File: src/rtl/noc_params.sv
//==============================================================================
// Module   : noc_params (package)
// Brief    : Shared NoC types: output ports, flit labels, per-VC route state.
// Revision : 1.0 - initial release
//==============================================================================
`default_nettype none

package noc_params;

   localparam int DEST_ADDR_SIZE = 4;
   localparam int VC_NUM_DEFAULT = 2;

   typedef enum logic [2:0] {
      LOCAL = 3'd0,
      NORTH = 3'd1,
      SOUTH = 3'd2,
      WEST  = 3'd3,
      EAST  = 3'd4
   } port_t;

   typedef enum logic [1:0] {
      HEAD     = 2'd0,
      BODY     = 2'd1,
      TAIL     = 2'd2,
      HEADTAIL = 2'd3
   } flit_label_t;

   typedef enum logic [0:0] {
      VC_IDLE   = 1'b0,
      VC_ROUTED = 1'b1
   } vc_state_t;

   // Keeps the VC id field at least one bit wide when VC_NUM is 1.
   function automatic int vc_id_width(input int n);
      return (n > 1) ? $clog2(n) : 1;
   endfunction

endpackage

`default_nettype wire

File: src/rtl/vc_route_stage_if.sv
//==============================================================================
// Module   : vc_route_stage_if
// Brief    : Flit-in / route-out bundle of the per-VC route computation stage.
// Revision : 1.0 - initial release
//==============================================================================
`default_nettype none

interface vc_route_stage_if
   import noc_params::*;
#(
   parameter int VC_NUM = VC_NUM_DEFAULT
) ();

   localparam int VC_ID_W = vc_id_width(VC_NUM);

   logic                      valid_i;
   flit_label_t               flit_label_i;
   logic [VC_ID_W-1:0]        vc_id_i;
   logic [DEST_ADDR_SIZE-1:0] x_dest_i;
   logic [DEST_ADDR_SIZE-1:0] y_dest_i;
   logic [VC_NUM-1:0]         release_i;
   logic [VC_NUM-1:0]         route_valid_o;
   port_t                     out_port_o [VC_NUM];
   logic                      err_o;

   modport master (
      output valid_i, flit_label_i, vc_id_i, x_dest_i, y_dest_i, release_i,
      input  route_valid_o, out_port_o, err_o
   );

   modport slave (
      input  valid_i, flit_label_i, vc_id_i, x_dest_i, y_dest_i, release_i,
      output route_valid_o, out_port_o, err_o
   );

endinterface

`default_nettype wire

File: src/rtl/dor_route_fn.sv
//==============================================================================
// Module   : dor_route_fn
// Brief    : Combinational XY/YX dimension-order route function with optional
//            mesh-bound check (RC_ERR_CHECK_EN).
// Revision : 1.0 - initial release
//==============================================================================
`default_nettype none

module dor_route_fn
   import noc_params::*;
#(
   parameter int X_CURRENT   = 0,
   parameter int Y_CURRENT   = 0,
   parameter int MESH_SIZE_X = 4,
   parameter int MESH_SIZE_Y = 4,
   parameter int YX_ROUTING  = 0
) (
   input  logic [DEST_ADDR_SIZE-1:0] x_dest,
   input  logic [DEST_ADDR_SIZE-1:0] y_dest,
   output port_t                     port,
   output logic                      out_of_range
);

   port_t x_port;
   port_t y_port;

   // Unsigned magnitude compares only; no subtraction, so no wrap-around.
   always_comb begin
      x_port = LOCAL;
      y_port = LOCAL;
      if (int'(x_dest) < X_CURRENT)      x_port = WEST;
      else if (int'(x_dest) > X_CURRENT) x_port = EAST;
      if (int'(y_dest) < Y_CURRENT)      y_port = NORTH;
      else if (int'(y_dest) > Y_CURRENT) y_port = SOUTH;

      if (YX_ROUTING != 0) port = (y_port != LOCAL) ? y_port : x_port;
      else                 port = (x_port != LOCAL) ? x_port : y_port;

      out_of_range = 1'b0;
`ifdef RC_ERR_CHECK_EN
      out_of_range = (int'(x_dest) >= MESH_SIZE_X) || (int'(y_dest) >= MESH_SIZE_Y);
      if (out_of_range) port = LOCAL;
`endif
   end

`ifndef RC_ERR_CHECK_EN
   // Mesh bounds are only consumed by the bound checker.
   logic unused_mesh;
   assign unused_mesh = (MESH_SIZE_X > 0) && (MESH_SIZE_Y > 0);
`endif

endmodule

`default_nettype wire

File: src/rtl/vc_route_stage.sv
//==============================================================================
// Module   : vc_route_stage
// Brief    : Registered per-VC route computation for a 2D-mesh router input
//            port; sticky error flag enabled by RC_ERR_CHECK_EN.
// Revision : 1.0 - initial release
//==============================================================================
`default_nettype none

module vc_route_stage
   import noc_params::*;
#(
   parameter int X_CURRENT   = 0,
   parameter int Y_CURRENT   = 0,
   parameter int MESH_SIZE_X = 4,
   parameter int MESH_SIZE_Y = 4,
   parameter int VC_NUM      = VC_NUM_DEFAULT,
   parameter int YX_ROUTING  = 0
) (
   input  logic              clk,
   input  logic              rst,
   vc_route_stage_if.slave   rc
);

   localparam int VC_ID_W = vc_id_width(VC_NUM);

   vc_state_t         state_q [VC_NUM];
   vc_state_t         state_d [VC_NUM];
   port_t             port_q  [VC_NUM];
   port_t             port_d  [VC_NUM];
   logic [VC_NUM-1:0] vc_hit;
   logic              is_head;
   port_t             rc_port;
   logic              rc_oor;

   // One head per cycle at most, so a single shared route function suffices.
   dor_route_fn #(
      .X_CURRENT   (X_CURRENT),
      .Y_CURRENT   (Y_CURRENT),
      .MESH_SIZE_X (MESH_SIZE_X),
      .MESH_SIZE_Y (MESH_SIZE_Y),
      .YX_ROUTING  (YX_ROUTING)
   ) u_dor (
      .x_dest       (rc.x_dest_i),
      .y_dest       (rc.y_dest_i),
      .port         (rc_port),
      .out_of_range (rc_oor)
   );

   assign is_head = (rc.flit_label_i == HEAD) || (rc.flit_label_i == HEADTAIL);

   for (genvar v = 0; v < VC_NUM; v++) begin : g_vc
      assign vc_hit[v]           = rc.valid_i && (rc.vc_id_i == VC_ID_W'(v));
      assign rc.route_valid_o[v] = (state_q[v] == VC_ROUTED);
      assign rc.out_port_o[v]    = port_q[v];
   end

   // A same-cycle release frees the VC before the new head is considered.
   always_comb begin
      for (int v = 0; v < VC_NUM; v++) begin
         state_d[v] = state_q[v];
         port_d[v]  = port_q[v];
         if (rc.release_i[v]) state_d[v] = VC_IDLE;
         if (vc_hit[v] && is_head && (state_q[v] == VC_IDLE || rc.release_i[v])) begin
            state_d[v] = VC_ROUTED;
            port_d[v]  = rc_port;
         end
      end
   end

   always_ff @(posedge clk) begin
      for (int v = 0; v < VC_NUM; v++) begin
         if (rst) begin
            state_q[v] <= VC_IDLE;
            port_q[v]  <= LOCAL;
         end else begin
            state_q[v] <= state_d[v];
            port_q[v]  <= port_d[v];
         end
      end
   end

`ifdef RC_ERR_CHECK_EN
   logic err_q;
   logic err_d;

   always_comb begin
      err_d = err_q;
      for (int v = 0; v < VC_NUM; v++) begin
         if (vc_hit[v] && is_head && state_q[v] == VC_ROUTED && !rc.release_i[v]) err_d = 1'b1;
         if (vc_hit[v] && !is_head && state_q[v] == VC_IDLE) err_d = 1'b1;
      end
      if (rc.valid_i && is_head && rc_oor) err_d = 1'b1;
   end

   always_ff @(posedge clk) begin
      if (rst) err_q <= 1'b0;
      else     err_q <= err_d;
   end

   assign rc.err_o = err_q;
`else
   logic unused_oor;
   assign unused_oor = rc_oor;
   assign rc.err_o   = 1'b0;
`endif

endmodule

`default_nettype wire
File: src/flat_wrapper.sv
// flat-port wrapper written by rule: the top's interface ports become plain ports
module vc_route_stage_flat import noc_params::*;
#(
   parameter int X_CURRENT   = 0,
   parameter int Y_CURRENT   = 0,
   parameter int MESH_SIZE_X = 4,
   parameter int MESH_SIZE_Y = 4,
   parameter int VC_NUM      = VC_NUM_DEFAULT,
   parameter int YX_ROUTING  = 0
)
  (clk, rst, rc_valid_i, rc_flit_label_i, rc_vc_id_i, rc_x_dest_i, rc_y_dest_i, rc_release_i, rc_route_valid_o, rc_out_port_o, rc_err_o);
  vc_route_stage_if #(.VC_NUM(VC_NUM)) rc_i ();
  input  logic clk;
  input  logic rst;
  input wire logic [$bits(rc_i.valid_i)-1:0] rc_valid_i;
  input wire logic [$bits(rc_i.flit_label_i)-1:0] rc_flit_label_i;
  input wire logic [$bits(rc_i.vc_id_i)-1:0] rc_vc_id_i;
  input wire logic [$bits(rc_i.x_dest_i)-1:0] rc_x_dest_i;
  input wire logic [$bits(rc_i.y_dest_i)-1:0] rc_y_dest_i;
  input wire logic [$bits(rc_i.release_i)-1:0] rc_release_i;
  output wire logic [$bits(rc_i.route_valid_o)-1:0] rc_route_valid_o;
  output wire logic [$bits(rc_i.out_port_o)-1:0] rc_out_port_o;
  output wire logic [$bits(rc_i.err_o)-1:0] rc_err_o;
  assign rc_i.valid_i = rc_valid_i;
  assign rc_i.flit_label_i = rc_flit_label_i;
  assign rc_i.vc_id_i = rc_vc_id_i;
  assign rc_i.x_dest_i = rc_x_dest_i;
  assign rc_i.y_dest_i = rc_y_dest_i;
  assign rc_i.release_i = rc_release_i;
  assign rc_route_valid_o = rc_i.route_valid_o;
  assign rc_out_port_o = {>>{rc_i.out_port_o}};
  assign rc_err_o = rc_i.err_o;
  vc_route_stage #(.X_CURRENT(X_CURRENT), .Y_CURRENT(Y_CURRENT), .MESH_SIZE_X(MESH_SIZE_X), .MESH_SIZE_Y(MESH_SIZE_Y), .VC_NUM(VC_NUM), .YX_ROUTING(YX_ROUTING)) u_core (.clk(clk), .rst(rst), .rc(rc_i));
endmodule
File: config.mk
export PLATFORM = sky130hd
export DESIGN_NAME = vc_route_stage_flat
export DESIGN_NICKNAME = d
export VERILOG_FILES = /design/src/rtl/noc_params.sv /design/src/rtl/vc_route_stage_if.sv /design/src/rtl/dor_route_fn.sv /design/src/rtl/vc_route_stage.sv /design/src/flat_wrapper.sv
export SDC_FILE = /design/constraint.sdc
export NUM_CORES = 1
export LEC_CHECK = 0
export BUFFER_PORTS_ARGS = -buffer_cell sky130_fd_sc_hd__buf_2
export CAP_MARGIN = 10
export CORE_AREA = 5 5 42 44
export CTS_CLUSTER_DIAMETER = 100
export DETAILED_ROUTE_END_ITERATION = 7
export DIE_AREA = 0 0 47 49
export MAX_ROUTING_LAYER = met4
export PLACE_DENSITY = 0.56
export SETUP_SLACK_MARGIN = 0.3
export SYNTH_ARGS = -nofsm -noshare
export SYNTH_HDL_FRONTEND = slang
export SYNTH_SLANG_ARGS = --single-unit
export TNS_END_PERCENT = 20
File: constraint.sdc
create_clock -name clk -period 1.5 [get_ports clk]
set_clock_uncertainty 0.1 [all_clocks]
set_input_delay 0.3 -clock clk [delete_from_list [all_inputs] [get_ports clk]]
set_output_delay 0.3 -clock clk [all_outputs]
set_load 0.005 [all_outputs]
# Yosys cells after proc, flatten, opt, wreduce, memory -nomap -nowiden
# Memory sizes are Yosys's and may differ from the RTL's.
# Cells that the tools add are included.
[totals]
rom_bits = 0
latchBits = 0
mem_bits_rw = 8
in_bits = 16
ff_bits = 0
out_inout_bits = 9
n_memories = 2
[classes]
n_bitwise = 7
mux = 16
div_mod_pow = 0
reduce_logical = 11
magnitude_cmp = 2
addsub = 0
n_mul = 0
shifts = 0
n_eq_ne = 1
[memory_table]
columns = ["name", "words", "width", "rd", "rd_ports_with_merged_regs", "wr", "line", "source"]
rows = [
  ["u_core.port_q", 2, 3, 2, 0, 2, "vc_route_stage.sv:28", "port_t port_q [VC_NUM];"],
  ["u_core.state_q", 2, 1, 2, 0, 2, "vc_route_stage.sv:26", "vc_state_t state_q [VC_NUM];"],
]
[op_table]
columns = ["op", "count"]
rows = [
  ["$mux 3", 6],
  ["$mux 1", 9],
  ["$gt 4x1->1 const B", 2],
  ["$logic_and 1x1->1", 6],
  ["$or 1x1->1", 4],
  ["$logic_or 1x1->1", 3],
  ["$not 1->1", 3],
  ["$reduce_bool 3->1", 1],
  ["$eq 2x2->1 const B", 1],
  ["$logic_not 2->1", 1],
  ["$mux 2", 1],
]

# Depth between registers and ports, before layout
[logic_depth]
ltp_word = 6
depth_mapped = 4

# Cells and area by module
# From an unflattened synthesis, not the netlist that was laid out.
[hier_totals]
cells_unflattened = 45
hier_area_um2 = 412.9
[modules_own_cells]
columns = ["mod", "cells_per_inst", "seq_area_each_um2", "n_inst", "area_each_um2"]
rows = [
  ["vc_route_stage", 39, 160.2, 1, 372.9],
  ["dor_route_fn", 6, 0.0, 1, 40.0],
]

# Least setup slack after synthesis
# No wires, ideal clock.
[synth_path]
kind = "input to register"
start = "input rc_x_dest_i[0]"
end = "memory u_core.port_q[0][1] in the netlist's numbering"
path_buffers = 0
t_required_ps = 1336
arrival_time_ps = 1089
setup_ps = 64
path_stages = 4
slack_ps = 247
path_cell_list = "or4_4 nor2_4 mux2i_1 nor2_1"
[synth_rtl]
columns = ["element", "line", "source"]
rows = [
  ["start, declared", "flat_wrapper.sv:18", "input wire logic [$bits(rc_i.x_dest_i)-1:0] rc_x_dest_i;"],
  ["end, declared", "vc_route_stage.sv:28", ""],
]

==> run summary <==
Status: completed
Die W: 47 microns
Leakage: 0.216 nW
Synth Area in Compound Gates: 3.23%
Synth Area in Adders: 0%
Largest family of logic cells by synthesized area: simple AND/OR/NAND/NOR gates
Largest net degree at the start of global routing: 7
Crit path DAT: 1.22 ns
F_max: 878 MHz
Req. time, crit path: 1.58 ns
Clock Sinks: 6
Initial antenna violation count: 0
Die ar.: 2300 sq um
Max layer used: met4
IO Port Bufs: 21
Grt total ovfl: 0
Post-CTS setup buffers: 0
Die Y: 49 microns
Clock Tree Root: clkbuf_4
Antenna fix cells: 0
Vias after detailed routing: 297
P&R area growth vs syn: 42.7%
Final Hold Viols: 0
Total power: 0.376 mW
Crit path max fanout: 3
Post-synthesis mux area share: 12.9%
P per Cell Area: 849 nW/um^2
XOR/XNOR share of the synthesized area: 2.82%
Synth Area per Inst: 9.70 sq um
Final worst-path setup slack: 0.361 ns
# setup viols final: 0
Worst-Skew Late Latency: 0.24 ns
Num CTS Buffers: 3
RSZ-0062 raised after global routing: false
Slew Viols, Final: 0
Row cnt: 14
Nets: 72
H-tree depth: 1
Simple-gate share of the synthesized area: 29.0%
Max-capacitance violation count: 0
Sequential share of the synthesized area: 38.7%
GP Congestion: 0.700
Cells after Synth: 32
Kind of critical path: primary input to register
GR Util All Layers: 7.81%
Ratio of cells with drive above 1 in the final layout: 55.6%
Routed Antenna Nets: 0
Final WL: 759 microns
WL/cell: 10.8 microns
Inst Count DP: 67
Final Util: 31.6%
I/O Pins: 25
Syn. warnings: 0
Vias per cell: 4.24
Non-Filler Instances: 70
Synth Cell Area: 310 sq um
Pre-CTS setup slack: 0.0424 ns
Hold Crit Class: primary input to register
WL met1: 340 microns
Pre-Repair DR Iteration Count: 4
Cell variety after synth: 15
Post-CTS resize count: 1
1st-iter DRT viols: 2
FF+latch count, synth: 6
Metal2 WL: 257 microns
Worst ir drop on vdd: 281 uV
Hold Buf Count CTS: 0
Setup TNS: 0 ns
Tmin final: 1.14 ns
Critical path capture point type: register
Bufs on Longest Clock Path: 2
Initial Util: 22.1%
TritonCTS clock tree: yes
Metal3 WL: 130 microns
Final worst-path cycle share: 75.9%
Clock slew at reported path FFs: 0.05 ns
Core area: 1400 sq um
Number of global-route vias before repair: 305
CP Launch Type: primary input
First-pass GRT wire length: 1180 microns
Post-route DRC: 0
worst max-delay path, cell delays in order:
cell	delay, ns
buf_2	0.10
or4_4	0.56
nor2_4	0.11
mux2i_1	0.07
nor2_1	0.08
area by class of cell:
cell class                 count  area [sq um]
multi-input combinational     23           168
fill                         164           958
clock buffer                   3          22.5
timing repair buffer          22           113
tap                           16          20.0
sequential                     6           120
cells by family after synthesis:
family	after synthesis
simple gates	13
flops	6
buf+inv	5
mux	4
compound gates	2
xor+xnor	1
other cells	1
state kept, by name, indices dropped and copies added (netlist names):
name and count:
u_core.port_q 4, u_core.state_q 2
where the power goes:
part	total (mW)	leakage, nW	switching [mW]	internal, mW
clock	0.147	0.0138	0.0567	0.0904
combinational	0.0598	0.153	0.0260	0.0338
sequential	0.169	0.0488	0.00271	0.166
placed cells by master (no fill, tap or decap), types with 2 or more instances in the layout:
cell,synthesis,routed
nor2_1,4,4
buf_2,0,21
nand2b_1,2,2
a21oi_1,2,2
conb_1,1,3
mux2i_1,4,4
dfxtp_1,6,6
clkbuf_4,0,3
through the flow:
stage	cell area, sq um	hold slack, ns
final	443	0.203
after CTS	443	0.200
after detailed placement	413	0.378
after floorplan	318	0.269
after global routing	443	0.207
after global placement	413	0.384
worst paths after layout:
path         depth (start not counted)  slack (ns)              start                   to
max                                  5        0.36     rc_x_dest_i[0]  u_core.port_q[1][1]
min                                  2        0.20                rst  u_core.port_q[0][1]
max reg2reg                          4        0.38  u_core.state_q[0]  u_core.port_q[0][1]
min reg2reg                          2        0.39  u_core.state_q[0]    u_core.state_q[0]
metal layers:
layer,vias up,GRT usage (%)
li1,147,-
met1,123,9.71
met2,23,8.14
met3,4,3.69
met4,0,8.29
met5,-,-
synthesized netlist by cell type, drive strengths merged:
| library cell | number | share of area, % |
|---|---|---|
| nor2 | 5 | 8.5 |
| xnor2 | 1 | 2.8 |
| a21oi | 2 | 3.2 |
| buf | 5 | 12 |
| dfxtp | 6 | 39 |
| or4 | 1 | 3.6 |
| mux2i | 4 | 13 |
| and4 | 1 | 3.2 |
| nand3b | 1 | 2.4 |
| and4b | 1 | 3.6 |
| nand2b | 2 | 4.0 |
| conb | 1 | 1.2 |
| nor4 | 1 | 2.0 |
| nand3 | 1 | 1.6 |
(Power assumes the default switching activity.)
